## config.mk

```make
export PLATFORM = sky130hd
export DESIGN_NAME = debounce_sync
export DESIGN_NICKNAME = d
export VERILOG_FILES = /design/src/rtl/debounce_sync.sv
export SDC_FILE = /design/constraint.sdc
export NUM_CORES = 1
export LEC_CHECK = 0
export BUFFER_PORTS_ARGS = -buffer_cell sky130_fd_sc_hd__buf_2
export CORE_MARGIN = 1
export CORE_UTILIZATION = 54
export DETAILED_ROUTE_END_ITERATION = 10
export PLACE_DENSITY_LB_ADDON = 0.25
export SKIP_CTS_REPAIR_TIMING = 1
export SLEW_MARGIN = 30
export SYNTH_ARGS = -nofsm -noshare
export SYNTH_HDL_FRONTEND = slang
export SYNTH_SLANG_ARGS = --single-unit
```

## constraint.sdc

```tcl
create_clock -name clk -period 2.15 [get_ports clk]
set_clock_uncertainty 0.15 [all_clocks]
set_input_delay 0.1075 -clock clk [delete_from_list [all_inputs] [get_ports clk]]
set_output_delay 0.1075 -clock clk [all_outputs]
set_load 0.03 [all_outputs]
```

## src/rtl/debounce_sync.sv

```systemverilog
// Switch debouncer: two-flop synchronizer feeding a
// four-state stability FSM with registered level and edge pulses.
module debounce_sync #(
    parameter int STABLE_CYCLES = 4,
    parameter int CNT_W         = 8
) (
    input  logic clk,
    input  logic rst,
    input  logic d_raw,
    output logic q,
    output logic notq,
    output logic rise,
    output logic fall,
    output logic busy
);

    typedef enum logic [1:0] {
        LOW       = 2'b00,
        WAIT_HIGH = 2'b01,
        HIGH      = 2'b11,
        WAIT_LOW  = 2'b10
    } state_t;

    localparam logic [CNT_W-1:0] LAST = CNT_W'(STABLE_CYCLES - 1);
    localparam logic [CNT_W-1:0] ONE  = CNT_W'(1);

    logic             s1;
    logic             s2;
    state_t           state;
    state_t           state_n;
    logic [CNT_W-1:0] cnt;
    logic [CNT_W-1:0] cnt_n;
    logic             q_n;
    logic             rise_n;
    logic             fall_n;

    // Bring the asynchronous pin into the clock domain.
    always_ff @(posedge clk) begin
        if (rst) begin
            s1 <= 1'b0;
            s2 <= 1'b0;
        end else begin
            s1 <= d_raw;
            s2 <= s1;
        end
    end

    // FSM state, counter and registered outputs.
    always_ff @(posedge clk) begin
        if (rst) begin
            state <= LOW;
            cnt   <= '0;
            q     <= 1'b0;
            notq  <= 1'b1;
            rise  <= 1'b0;
            fall  <= 1'b0;
        end else begin
            state <= state_n;
            cnt   <= cnt_n;
            q     <= q_n;
            notq  <= ~q_n;
            rise  <= rise_n;
            fall  <= fall_n;
        end
    end

    // Next-state logic: qualify a level change over STABLE_CYCLES samples.
    always_comb begin
        state_n = state;
        cnt_n   = cnt;
        q_n     = q;
        rise_n  = 1'b0;
        fall_n  = 1'b0;
        case (state)
            LOW: begin
                if (s2) begin
                    state_n = WAIT_HIGH;
                    cnt_n   = ONE;
                end else begin
                    cnt_n   = '0;
                end
            end
            WAIT_HIGH: begin
                if (!s2) begin
                    state_n = LOW;
                    cnt_n   = '0;
                end else if (cnt == LAST) begin
                    state_n = HIGH;
                    q_n     = 1'b1;
                    rise_n  = 1'b1;
                    cnt_n   = '0;
                end else begin
                    cnt_n   = cnt + ONE;
                end
            end
            HIGH: begin
                if (!s2) begin
                    state_n = WAIT_LOW;
                    cnt_n   = ONE;
                end else begin
                    cnt_n   = '0;
                end
            end
            WAIT_LOW: begin
                if (s2) begin
                    state_n = HIGH;
                    cnt_n   = '0;
                end else if (cnt == LAST) begin
                    state_n = LOW;
                    q_n     = 1'b0;
                    fall_n  = 1'b1;
                    cnt_n   = '0;
                end else begin
                    cnt_n   = cnt + ONE;
                end
            end
            default: begin
                state_n = LOW;
                cnt_n   = '0;
                q_n     = 1'b0;
            end
        endcase
    end

    assign busy = (state == WAIT_HIGH) || (state == WAIT_LOW);

endmodule

```

=== Yosys cells after proc, flatten, opt, wreduce, memory -nomap -nowiden ===
Index checks and enable logic that the tools add are counted.

* Flip-flop bits (word level): 16
* Word-level logic and storage cells: 45
* Bits of input ports: 3
* Output and inout port bits: 5

* Eq/ne operators: 8
* Reductions and logical operators: 5
* Muxes and demuxes: 19
* Bitwise gates (word level): 4
* Add/sub/neg operators: 1

{| class="wikitable"
|+ Operators with widths
! kind !! count
|-
| $pmux W8 S4 || 1
|-
| $mux W8 || 3
|-
| $mux W2 || 6
|-
| $add A8 B1 Y8 const B || 1
|-
| $eq A8 B2 Y1 const B || 1
|-
| $pmux W2 S4 || 1
|-
| $mux W1 || 7
|-
| $ne A3 B3 Y1 const B || 2
|-
| $reduce_or A3 Y1 || 2
|-
| $eq A2 B2 Y1 const B || 2
|-
| $ne A2 B2 Y1 const B || 2
|-
| $not A1 Y1 || 4
|-
| $reduce_and A4 Y1 || 1
|-
| $eq A2 B1 Y1 const B || 1
|-
| $logic_not A2 Y1 || 1
|-
| $pmux W1 S2 || 1
|-
| $logic_or A1 B1 Y1 || 1
|}

=== Logic depth before layout (Yosys ltp) ===
* Depth in word-level cells: 5
* Mapped depth: 6
* Mapped depth without buffers: 6

=== Least setup slack after synthesis ===
No wires, ideal clock.

* Path kind: reg2reg
* Start: register state[0]
* End: register notq
* Period minus slack after synthesis: 1823 ps
* Setup time: 122 ps
* Data required time: 1878 ps
* Setup slack: 327 ps
* Path buffers: 0
* Cell stages (with the launch flop): 6
* Arrival time: 1550 ps
* Cells stage by stage: dfxtp_1 inv_1 ha_1 and3_1 a31oi_1 a311o_1

* Word-level cells in the longest chain between the ends: 3
* Elaborated cells between the ends (all ways): 4
* Classes of those cells: eq/ne: 2; mux: 1; bitwise: 1

{| class="wikitable"
|+ RTL lines
! what !! RTL line !! RTL
|-
| start, declared || 29 || <nowiki>state_t state;</nowiki>
|-
| start signal, assigned || 58 || <nowiki>state <= state_n;</nowiki>
|-
| $eq A2 B2 Y1 / $eq A2 B1 Y1 (equally long branches) || 74 || <nowiki>case (state)</nowiki>
|-
| $pmux W1 S2 (*) || 74 ||
|-
| $not A1 Y1 (*) || 61 || <nowiki>notq <= ~q_n;</nowiki>
|-
| end signal, assigned || 61 ||
|-
| end, declared || 11 || <nowiki>output logic notq,</nowiki>
|}

Mark *: on every way between the ends. The rest lies on a longest branch, timed or not.
A chain may end at the register's enable or synchronous reset.

=== Final worst setup path ===
* Start: register cnt[0]
* End: register state[1]

* Word-level cells in the longest chain between the ends: 3
* Elaborated cells between the ends (all ways): 4
* Classes of those cells: eq/ne: 3; reduce/logical: 1

{| class="wikitable"
|+ RTL lines
! what !! RTL line !! RTL
|-
| start, declared || 31 || <nowiki>logic [CNT_W-1:0] cnt;</nowiki>
|-
| start signal, assigned || 59 || <nowiki>cnt <= cnt_n;</nowiki>
|-
| $eq A8 B2 Y1 (*) || 87, 108 ||
|-
| $ne A3 B3 Y1 (no line) || -- ||
|-
| $reduce_and A4 Y1 (no line) (*) || -- ||
|}

Marks and branches as above.

==> results.toml <==
[logic_synthesis]
synthSimpleGateAreaFrac_pct = 21.8
synth_cells = 78
yosys_warnings = 0
ys_seq_elements = 16
muxShareOfSynthArea_pct = 2.87
synth_top_area_share_pct = 43.2
synth-compound-area-share_pct = 11.5
yosysTopAreaCell = "dfxtp_1"
syn_area_per_cell_um2 = 9.51
synth.area.top_cells = "dfxtp_1 43%, ha_1 10%, nor2_1 5.1%"
synth-adder-area-share_pct = 10.1
synth_nets = 87
syn_area_um2 = 742
yosysMostFrequentCell = "dfxtp_1"
synth_common_cells = "16 x dfxtp_1, 10 x nor2_1, 6 x ha_1, 5 x inv_1, 5 x nand2_1"
synth_edf_count = 0
synth-xor-area-share_pct = 7.08
synth_top_family_by_area = "simple AND/OR/NAND/NOR gates"
ys.flop_type = "dfxtp_1"
synthArstFlopShare_pct = 0
synth-seq-area-share_pct = 43.2
synthDistinctLibCells = 29

[clocking]
cts.clk_slew.worst_paths_ns = 0.10
cts_sinks = 16
insertion_delay_ns = 0.29
cts_buffer_depth = 2
htreeDepth = 1
cts_made_buffers = 3
clock-root-buffer = "clkbuf_4"
cts_tree = "yes"

[setup_path]
critPathKind = "flip-flop to flip-flop"
required_ns = 2.23
crit_path_max_incr_delay_ns = 0.51
end_kind = "flip-flop"
cp_top_family = "simple AND/OR/NAND/NOR gates"
start_kind = "flip-flop"
arrival_ns = 1.97
crit_buf_inv = 0
cp_cell_sequence = "ha_1 > nor4b_4 > a21oi_2 > or4_1 > a21oi_1"
critPathMaxFanout = 7
slowest_stage = "or4_1"

[place]
gp_congestion = 0.683
placedCellCount = 97
portBuffers = 7
dp_hpwl_um = 894
dp_slack_ns = 0.270

[power]
p_clk_share_pct = 34.9
p_switching_mw = 0.144
swShare_pct = 24.9
seqPwrFrac_pct = 53.7
power_leakage_nw = 0.310
internal_power_mw = 0.434
p_comb_share_pct = 11.4
ir_drop_v = 0.000598
design_power_total_mw = 0.578
pwr_density_cell_nw_per_um2 = 677

[timing]
setup_viol = 0
drv_slew = 0
final.setup.tns_ns = 0
worst_slew_pin_slew_ns = 0.301
worst_slack_ns = 0.255
max_freq_mhz = 528
hold_viol = 0
rsz0062_at_grt = "false"
finalWorstPathRequiredPeriod_ns = 1.89
period_share_pct = 88.1
relSlewSlack_pct = 79.9

[floorplan]
die_w_um = 39.1
pin_count = 8
core_um2 = 1190
start_util_pct = 62.6
placementRows = 12
die_area_um2 = 1530
die_h_um = 39.1

[outcome]
status = "completed"

[routing]
vias_per_cell = 5.38
drc = 0
route.final.wire_length_um = 1300
postRouteAntennaNets = 0
wl_per_cell_um = 12.5
drtIter0Drc = 13
dr.pass1.iters = 4
vias = 560

[global_route]
grt_pass1_wl_um = 2060
grt_pass1_vias = 497
grt.overflow.total = 0
grt.total_usage_pct = 20.4
grt_start_max_net_pins = 11
antenna_found_initial = 0

[flow_run]
drv_cap = 0

[layout]
fin_cells = 104
nets = 100
area_growth_pct = 15.0
drive_gt1_share_pct = 18.9
insertedDiodeCount = 0

[min_path]
hp-class = "flip-flop to flip-flop"
power groups by stage:
stage          Clock [mW]  Sequential (mW)  Combinational, mW
2_1_floorplan           0            0.314             0.0491
3_3_place_gp            0            0.316             0.0591
3_5_place_dp            0            0.316             0.0599
4_1_cts             0.206            0.310             0.0602
5_1_grt             0.217            0.311             0.0728
6_report            0.202            0.310             0.0660
final cells by class:
cell class | count | area [um2]
Multi-Input combinational cell | 55 | 395
Tap cell | 14 | 17.5
Timing Repair Buffer | 10 | 65.1
Inverter | 5 | 18.8
Sequential cell | 16 | 320
Fill cell | 90 | 333
Clock buffer | 4 | 36.3
final timing paths:
check / start / endpoint / slack [ns] / cells past startpoint
setup / recovery: cnt[0] / state[1] / 0.26 / 5
hold / removal: s1 / s2 / 0.35 / 1
setup reg to reg: cnt[0] / state[1] / 0.26 / 5
hold reg to reg: s1 / s2 / 0.35 / 1
kinds of logic (layout without fill, tap and decap cells):
logic type      count (synthesis)  after routing
buf+inv                         7             19
simple gates                   28             28
mux                             2              2
flops                          16             16
fa+ha+maj                       6              6
xor+xnor                        6              6
compound gates                 13             13
registers in the layout (all words and copies together) (netlist names), named ones only:
signal  count
state       2
cnt         8
notq        1
fall        1
rise        1
s2          1
s1          1
through the flow:
step | area (um2) | utilization (%) | hold slack, ns
2_1_floorplan | 742 | - | 0.0857
3_3_place_gp | 787 | 66.4 | 0.165
3_5_place_dp | 787 | 66.4 | 0.171
4_1_cts | 823 | 69.4 | -0.127
5_1_grt | 853 | 71.9 | 0.352
6_report | 853 | 71.9 | 0.349
cell usage in the layout, fill, tap and decap left out, types with 2 or more instances in the layout:
cell / count
dfxtp_1: 16
nor2b_1: 2
xor2_1: 2
inv_1: 5
nor2_1: 10
dlygate4sd3_1: 3
xnor2_1: 4
ha_1: 6
buf_2: 7
a21oi_1: 4
clkbuf_4: 3
nand2_1: 5
o21ai_0: 3
nand3_1: 2
routing by layer:
layer  GRT usage, %  part of all wire (%)  vias up
met5              0                     0        -
met4           7.76                  0.62        0
met3           5.20                   3.7        2
met2           31.7                    42       11
met1           26.8                    53      253
li1               -                     -      294
Note: power is estimated with default switching activity, not from simulation.
